[src/rtl/mlp_neuron_mac.sv]
// mlp_neuron_mac: bias + weighted-sum engine for one perceptron.
// Walks weight address 0 (bias) then 1..N_INPUTS (weights), accumulating in
// full precision, then rescales by FRAC_BITS and saturates to DATA_WIDTH.
// Optional feature macro: MLP_MAC_RELU_EN (ReLU after saturation).
module mlp_neuron_mac #(
  parameter int N_INPUTS   = 2,
  parameter int DATA_WIDTH = 16,
  parameter int FRAC_BITS  = 8,
  parameter int ADDR_WIDTH = $clog2(N_INPUTS + 1),
  parameter int ACC_WIDTH  = 2 * DATA_WIDTH + $clog2(N_INPUTS + 1) + 1
) (
  input  logic                  clk,
  input  logic                  rst,
  input  logic                  start,
  output logic [ADDR_WIDTH-1:0] addr,
  input  logic [DATA_WIDTH-1:0] w_rd_data,
  input  logic [DATA_WIDTH-1:0] x_rd_data,
  output logic                  busy,
  output logic                  done,
  output logic [DATA_WIDTH-1:0] result,
  output logic                  sat
);

  typedef enum logic [1:0] {
    ST_IDLE   = 2'd0,
    ST_BIAS   = 2'd1,
    ST_MAC    = 2'd2,
    ST_FINISH = 2'd3
  } state_t;

  localparam int PW = 2 * DATA_WIDTH;
  localparam logic [ADDR_WIDTH-1:0] LAST_ADDR = ADDR_WIDTH'(N_INPUTS);
  localparam logic [ADDR_WIDTH-1:0] ONE_ADDR  = ADDR_WIDTH'(1);
  localparam logic signed [ACC_WIDTH-1:0] ACC_MAX =
    {{(ACC_WIDTH-DATA_WIDTH+1){1'b0}}, {(DATA_WIDTH-1){1'b1}}};
  localparam logic signed [ACC_WIDTH-1:0] ACC_MIN =
    {{(ACC_WIDTH-DATA_WIDTH+1){1'b1}}, {(DATA_WIDTH-1){1'b0}}};
  localparam logic [DATA_WIDTH-1:0] RES_MAX = {1'b0, {(DATA_WIDTH-1){1'b1}}};
  localparam logic [DATA_WIDTH-1:0] RES_MIN = {1'b1, {(DATA_WIDTH-1){1'b0}}};

  state_t                        r_state;
  state_t                        w_next_state;
  logic [ADDR_WIDTH-1:0]         r_addr;
  logic signed [ACC_WIDTH-1:0]   r_acc;
  logic                          r_busy;
  logic                          r_done;
  logic [DATA_WIDTH-1:0]         r_result;
  logic                          r_sat;

  logic signed [PW-1:0]          w_w_ext;
  logic signed [PW-1:0]          w_x_ext;
  logic signed [PW-1:0]          w_prod;
  logic signed [ACC_WIDTH-1:0]   w_prod_acc;
  logic signed [ACC_WIDTH-1:0]   w_bias_acc;
  logic signed [ACC_WIDTH-1:0]   w_acc_sum;
  logic signed [ACC_WIDTH-1:0]   w_y;
  logic [DATA_WIDTH-1:0]         w_sat_result;
  logic                          w_sat_flag;
  logic                          w_last;

  // Sign-extended operands, full-width product and next accumulator value.
  always_comb begin
    w_w_ext    = {{(PW-DATA_WIDTH){w_rd_data[DATA_WIDTH-1]}}, w_rd_data};
    w_x_ext    = {{(PW-DATA_WIDTH){x_rd_data[DATA_WIDTH-1]}}, x_rd_data};
    w_prod     = w_w_ext * w_x_ext;
    w_prod_acc = {{(ACC_WIDTH-PW){w_prod[PW-1]}}, w_prod};
    w_bias_acc = {{(ACC_WIDTH-DATA_WIDTH){w_rd_data[DATA_WIDTH-1]}}, w_rd_data} <<< FRAC_BITS;
    w_acc_sum  = r_acc + w_prod_acc;
    w_y        = w_acc_sum >>> FRAC_BITS;
    w_last     = (r_addr == LAST_ADDR);
  end

  // Rescaled sum narrowed to one activation word with clipping (and optional ReLU).
  always_comb begin
    w_sat_result = w_y[DATA_WIDTH-1:0];
    w_sat_flag   = 1'b0;
    if (w_y > ACC_MAX) begin
      w_sat_result = RES_MAX;
      w_sat_flag   = 1'b1;
    end else if (w_y < ACC_MIN) begin
      w_sat_result = RES_MIN;
      w_sat_flag   = 1'b1;
    end else begin
      w_sat_result = w_y[DATA_WIDTH-1:0];
      w_sat_flag   = 1'b0;
    end
`ifdef MLP_MAC_RELU_EN
    // Negative outputs (clipped or not) become zero, so only positive clips report sat.
    if (w_sat_result[DATA_WIDTH-1]) begin
      w_sat_result = {DATA_WIDTH{1'b0}};
      w_sat_flag   = 1'b0;
    end else begin
      w_sat_result = w_sat_result;
      w_sat_flag   = w_sat_flag;
    end
`else
    w_sat_result = w_sat_result;
`endif
  end

  // Next-state logic for the bias / multiply-accumulate sequence.
  always_comb begin
    w_next_state = r_state;
    case (r_state)
      ST_IDLE: begin
        if (start) begin
          w_next_state = ST_BIAS;
        end else begin
          w_next_state = ST_IDLE;
        end
      end
      ST_BIAS: w_next_state = ST_MAC;
      ST_MAC: begin
        if (w_last) begin
          w_next_state = ST_FINISH;
        end else begin
          w_next_state = ST_MAC;
        end
      end
      ST_FINISH: w_next_state = ST_IDLE;
      default:   w_next_state = ST_IDLE;
    endcase
  end

  // State register.
  always_ff @(posedge clk) begin
    if (rst) begin
      r_state <= ST_IDLE;
    end else begin
      r_state <= w_next_state;
    end
  end

  // Datapath and output registers. The saturated result is captured on the
  // last MAC edge from the final sum so it is valid in the same cycle as done.
  always_ff @(posedge clk) begin
    if (rst) begin
      r_addr   <= {ADDR_WIDTH{1'b0}};
      r_acc    <= {ACC_WIDTH{1'b0}};
      r_busy   <= 1'b0;
      r_done   <= 1'b0;
      r_result <= {DATA_WIDTH{1'b0}};
      r_sat    <= 1'b0;
    end else begin
      case (r_state)
        ST_IDLE: begin
          r_addr <= {ADDR_WIDTH{1'b0}};
          r_done <= 1'b0;
          r_busy <= start;
        end
        ST_BIAS: begin
          r_acc  <= w_bias_acc;
          r_addr <= ONE_ADDR;
        end
        ST_MAC: begin
          r_acc <= w_acc_sum;
          if (w_last) begin
            r_result <= w_sat_result;
            r_sat    <= w_sat_flag;
            r_done   <= 1'b1;
          end else begin
            r_addr <= r_addr + ONE_ADDR;
          end
        end
        ST_FINISH: begin
          r_done <= 1'b0;
          r_busy <= 1'b0;
          r_addr <= {ADDR_WIDTH{1'b0}};
        end
        default: begin
          r_addr <= {ADDR_WIDTH{1'b0}};
          r_done <= 1'b0;
          r_busy <= 1'b0;
        end
      endcase
    end
  end

  assign addr   = r_addr;
  assign busy   = r_busy;
  assign done   = r_done;
  assign result = r_result;
  assign sat    = r_sat;

endmodule

[config.mk]
export PLATFORM = sky130hd
export DESIGN_NAME = mlp_neuron_mac
export DESIGN_NICKNAME = d
export VERILOG_FILES = /design/src/rtl/mlp_neuron_mac.sv
export SDC_FILE = /design/constraint.sdc
export NUM_CORES = 1
export LEC_CHECK = 0
export BUFFER_PORTS_ARGS = -buffer_cell sky130_fd_sc_hd__buf_2
export CAP_MARGIN = 15
export CORE_MARGIN = 1
export CORE_UTILIZATION = 60
export DETAILED_ROUTE_END_ITERATION = 7
export GPL_TIMING_DRIVEN = 0
export PLACE_DENSITY = 0.86
export SLEW_MARGIN = 20
export SYNTH_ARGS = -nofsm -noshare
export SYNTH_HDL_FRONTEND = slang
export SYNTH_SLANG_ARGS = --single-unit
[constraint.sdc]
create_clock -name clk -period 10.1 [get_ports clk]
set_clock_uncertainty 0.05 [all_clocks]
set_input_delay 1.515 -clock clk [delete_from_list [all_inputs] [get_ports clk]]
set_output_delay 1.515 -clock clk [all_outputs]
set_load 0.005 [all_outputs]
==> results.yml, run 1 <==
global_route:
  grt_max_degree: 19
  overflow: 0
  grt_pass1_vias: 12093
  antenna_found_initial: 1
  grt.total_usage_pct: 32.94
  grt_pass1_wl_um: 60800
floorplanning:
  io_pins: 56
  start_util_pct: 61.10
  dieArea_mm2: 0.02445
  dieHeight_um: 156.4
  std_cell_rows: 56
  core_mm2: 0.02340
  die_w_um: 156.4
cts:
  cts_inserted_buffers: 9
  tritoncts: "yes"
  post-cts-setup-buffers: 0
  insertion_delay_ps: 340
  cts_resized: 0
  clock_path_buffers: 2
  cts_sinks: 58
  cts_hold_buf: 0
  htreeDepth: 3
  cts_root_buf: "clkbuf_16"
  path_clk_slew_ps: 60
yosys:
  synth.avg_cell_area_um2: 9.090
  async_flop_share_pct: 0
  yosysWarnings: 0
  netlist_instances: 1573
  synthDistinctLibCells: 70
  synth-seq-cells: 58
  synth_edf_count: 0
  synth.top_cells.by_area: "fa_1 (43%), inv_1 (9.6%), ha_1 (9.5%)"
  ys_seq_area_share_pct: 8.120
  yosysTopAreaCellShare_pct: 43.40
  syn-cell-area_mm2: 0.01430
  yosys_most_used_dff: "dfxtp_1"
  synth_top_area_cell: "fa_1"
  syn_nets: 2027
timing:
  finalSetupViolCount: 0
  fin_crit_sh_pct: 93.89
  rsz0062_at_grt: "false"
  slew_headroom_pct: 38.92
  final.setup.tns_ps: 0
  hold_viol_final: 0
  period_minus_slack_ps: 9483
  tightest_slew_ps: 913.6
  timing.fmax_mhz: 105.5
  maxSlewViolCount: 0
layout:
  final_nets: 2091
  seqCellArea_mm2: 0.001161
  fill_cells: 1900
  synthToLayoutAreaGrowth_pct: 6.948
  multiInputGateArea_mm2: 0.01148
  drive_gt1_share_pct: 7.369
worst_hold_path:
  hold_path.class: "reg2reg"
  hold_depth: 2
  min_to: "r_acc[1]"
  hp-start: "r_acc[1]"
setup_path:
  r2r-start: "r_acc[15]"
  path_class: "in2reg"
  critPathMaxStageDelay_ps: 880
  end_kind: "flop"
  worstPathMaxFanout: 10
  crit_path_frequent_cell: "fa_1"
  rrSetupSlack_ps: 3670
  required_ps: 10310
  r2r_cells: 22
  worst_r2r_endpoint: "result[12]"
  cp.arrival_ps: 9690
  cp-start-kind: "input pin"
  crit_slowest_cell: "fa_1"
  crit_chain: "clkbuf_1 -> clkbuf_1 -> nand2_1 -> inv_1 -> fa_1 -> fa_1 -> fa_1 -> fa_1 -> fa_1 -> inv_1 -> fa_1 -> inv_1 -> ha_1 -> a21o_1 -> a21o_1 -> a21oi_1 -> nand3_1 -> or4_1 -> nand3_1 -> nand4_2 -> o41ai_4 -> buf_6 -> nand2_2 -> a211oi_2"
  worstSetupStartpoint: "w_rd_data[15]"
route:
  wl_per_cell_um: 19.01
  vias: 11205
  drc: 0
  vias_per_cell: 5.711
  drtAntennaViolNets: 0
  drtPass1Iterations: 6
  drtIter0Drc: 786
  routed_wl_um: 37310
placed_design:
  dp_hpwl_um: 31470
  numPortBuffers: 53
  place.gp.congestion: 0.9308
run_status:
  status: "finished, final reports clean"
job:
  maxCapViolations: 0
-- Yosys cell counts, drive strengths merged (16+ instances only) --
library cell,count
inv,367
and2,126
ha,109
fa,310
mux2i,16
clkbuf,53
o21ai,23
a21oi,52
nor3,28
a211oi,37
nor2,81
nand2,163
dfxtp,58
xnor2,24
-- cells in the final DEF (no fill, tap or decap), types with 50 or more instances in the layout --
cell / instances
dfxtp_1: 58
buf_2: 62
and2_1: 124
clkbuf_1: 53
inv_1: 366
nor2_1: 81
ha_1: 109
fa_1: 310
nand2_1: 154
a21oi_1: 50
-- sequential cells by signal, indices dropped and copies added (netlist names) --
| name | count |
|---|---|
| busy | 1 |
| result | 16 |
| r_state | 2 |
| done | 1 |
| sat | 1 |
| r_acc | 35 |
| addr | 2 |
-- how the worst max path moves through the flow --
stage                     slack [ps]    endpoint
after global routing             240  result[12]
after CTS                        700  result[12]
after detailed placement         360  result[12]
after global placement           470  result[14]
after floorplan                 1760  result[11]
final                            620  result[12]
-- metal layers --
layer,up-vias,GRT usage (%),part of all wire (%)
met1,5641,40.17,36
met5,-,0,0.035
met2,511,56.95,51
li1,4905,-,-
met4,2,14.05,4.5
met3,146,6.425,8.5
-- cell type report --
cell class | instances | share of cell area [%]
Antenna cell | 1 | 0.01636
Buffer | 68 | 1.841
Clock buffer | 9 | 1.473
Clock inverter | 7 | 0.6627
Inverter | 367 | 9.008
Multi-Input combinational cell | 1080 | 75.06
Sequential cell | 58 | 7.593
Tap cell | 319 | 2.610
Timing Repair Buffer | 53 | 1.735
-- stage by stage --
| stage | cell area (um2) | instances | utilization [%] | worst slack [ps] | hold WS (ps) |
|---|---|---|---|---|---|
| after global routing | 15290 | 1961 | 65.33 | 241.5 | 459.7 |
| after global placement | 14960 | 1945 | 63.94 | 472.1 | 411.2 |
| after CTS | 15290 | 1961 | 65.33 | 702.8 | 423.5 |
| after detailed placement | 14960 | 1945 | 63.94 | 364.8 | 414.8 |
| after floorplan | 14300 | 1573 | - | 1756 | 395.4 |
| final | 15290 | 1962 | 65.34 | 617.1 | 426.9 |
-- worst max-delay path, delay by kind of cell --
family                     cells  cell delay, ps
AOI/OAI and AO/OA              5            1390
adders and majority gates      7            3780
buffers and inverters          6            1570
and+or+nand+nor                6            1430
-- cells by family after synthesis --
group | Yosys count | share of synthesized area, %
AND/OR/NAND/NOR | 447 | 15.54
buffers and inverters | 435 | 11.60
adder cells (fa/ha/maj) | 419 | 52.94
AO/OA/AOI/OAI | 164 | 8.436
flip-flops | 58 | 8.120
XOR/XNOR | 34 | 2.240
multiplexers | 16 | 1.120
Power of run 1 is left out: the tool's default activity adds up to more than one toggle a clock period on the data nets, which glitch-free logic cannot reach.
==> run 2, diff against run 1 <==
--- a/config.mk
+++ b/config.mk
@@ -5,13 +5,13 @@
 export SDC_FILE = /design/constraint.sdc
 export NUM_CORES = 1
 export LEC_CHECK = 0
-export BUFFER_PORTS_ARGS = -buffer_cell sky130_fd_sc_hd__buf_2
+export BUFFER_PORTS_ARGS = -buffer_cell sky130_fd_sc_hd__clkbuf_2
 export CAP_MARGIN = 15
 export CORE_MARGIN = 1
-export CORE_UTILIZATION = 60
+export CORE_UTILIZATION = 35
 export DETAILED_ROUTE_END_ITERATION = 7
 export GPL_TIMING_DRIVEN = 0
-export PLACE_DENSITY = 0.86
+export PLACE_DENSITY = 0.58
 export SLEW_MARGIN = 20
 export SYNTH_ARGS = -nofsm -noshare
 export SYNTH_HDL_FRONTEND = slang
==> run 2 against run 1 <==
Compared with the run above: via count shrank 3.3%; critical endpoint is now result[9]; setup slack lost 72 ps; critical path type unchanged; largest cell class unchanged; wire length grew 4.2%; critical path depth is the same; global-route usage shrank 13 points; worst hold slack gained 2.4 ps.
==> results.yml, run 2 (synthesis gave the netlist of run 1 again) <==
worst_hold_path:
  hold_path.class: "reg2reg"
cts:
  tritoncts: "yes"
  post-cts-setup-buffers: 0
  clock_path_buffers: 2
  cts_inserted_buffers: 9
  cts_resized: 0
  path_clk_slew_ps: 50
  cts_sinks: 58
  cts_root_buf: "clkbuf_16"
  htreeDepth: 3
  insertion_delay_ps: 340
  cts_hold_buf: 0
placed_design:
  placed_cell_area_mm2: 0.01522
  dp_hpwl_um: 33150
  place.gp.congestion: 0.8917
  numPortBuffers: 53
timing:
  rsz0062_at_grt: "false"
  fin_crit_sh_pct: 94.60
  timing.fmax_mhz: 104.7
  period_minus_slack_ps: 9555
  hold_viol_final: 0
  finalSetupViolCount: 0
  final.setup.tns_ps: 0
  slew_headroom_pct: 31.42
  tightest_slew_ps: 1026
  maxSlewViolCount: 0
global_route:
  antenna_found_initial: 1
  overflow: 0
  grt_max_degree: 19
  grt_pass1_wl_um: 62850
  grt.total_usage_pct: 19.78
  grt_pass1_vias: 11380
setup_path:
  end_kind: "flop"
  cp.arrival_ps: 9750
  cp-start-kind: "input pin"
  path_class: "in2reg"
  worstPathMaxFanout: 10
  required_ps: 10300
layout:
  synthToLayoutAreaGrowth_pct: 8.610
  fill_cells: 4077
  drive_gt1_share_pct: 7.308
  seqCellArea_mm2: 0.001161
  multiInputGateArea_mm2: 0.01148
  final_area_mm2: 0.01553
  final_common_cell: "inv_1"
  final_nets: 2091
  final_cell_mix: "inv_1 (366), fa_1 (310), nand2_1 (154)"
  regMostFlops: "r_acc"
  largest_register_ffs: 35
route:
  drc: 0
  vias_per_cell: 4.997
  drtIter0Drc: 697
  drtPass1Iterations: 5
  drtAntennaViolNets: 0
  vias: 10834
  wl_per_cell_um: 17.92
  routed_wl_um: 38860
floorplanning:
  core_mm2: 0.04001
  io_pins: 56
  dieHeight_um: 204.1
  dieArea_mm2: 0.04167
  die_w_um: 204.1
  std_cell_rows: 73
  start_util_pct: 35.74
run_status:
  status: "finished, final reports clean"
job:
  maxCapViolations: 0
run 2: cell count changes in the layout (fill, tap and decap cells not counted), sizes merged:
cell    before  now
clkbuf      62  118
bufinv       2    1
inv        369  367
buf         68   15
run 2: area by class of cell:
cell class / count / area share [%]
multi-input combinational: 1080 / 73.91
inverter: 367 / 8.870
sequential: 58 / 7.477
tap: 525 / 4.230
buffer: 68 / 1.813
timing repair buffer: 53 / 1.708
clock buffer: 12 / 1.652
clock inverter: 4 / 0.3223
antenna: 1 / 0.01611
run 2: per-stage QoR:
stage                     util (%)  worst slack, ps  instances  hold WS (ps)
after CTS                    38.81            511.4       2167         430.7
after global placement       38.05            236.8       2151         418.4
final                        38.82            545.1       2168         429.3
after floorplan                  -             1756       1573         395.4
after detailed placement     38.05            192.9       2151         422.6
after global routing         38.81            111.0       2167         464.3
run 2: path summary, 6_finish.rpt:
kind	startpoint	to	slack [ps]	cells after the start
max	w_rd_data[15]	result[9]	550	24
min	r_acc[1]	r_acc[1]	430	2
max reg2reg	r_acc[15]	result[9]	3450	22
min reg2reg	r_acc[1]	r_acc[1]	430	2
run 2: worst max-delay path, stage by stage:
cell	delay, ps
clkbuf_1	570
clkbuf_1	540
nand2_1	250
inv_1	140
fa_1	540
fa_1	870
fa_1	520
fa_1	510
fa_1	490
inv_1	50
fa_1	480
inv_1	40
ha_1	360
a21o_1	190
a21o_1	160
a21oi_1	200
nand3_1	220
or4_1	550
nand3_1	180
nand4_2	160
o41ai_4	650
buf_6	250
nand2_2	70
a211oi_2	240
run 2: per-layer routing:
metal  vias to the layer above  routed length [um]  GRT usage [%]
met5                         -                   0              0
met4                         0                 656          3.465
met1                      5565               16930          27.46
met3                        40                2759          3.747
li1                       4903                   -              -
met2                       326               18510          32.26
Power of run 2 is left out for the same reason.
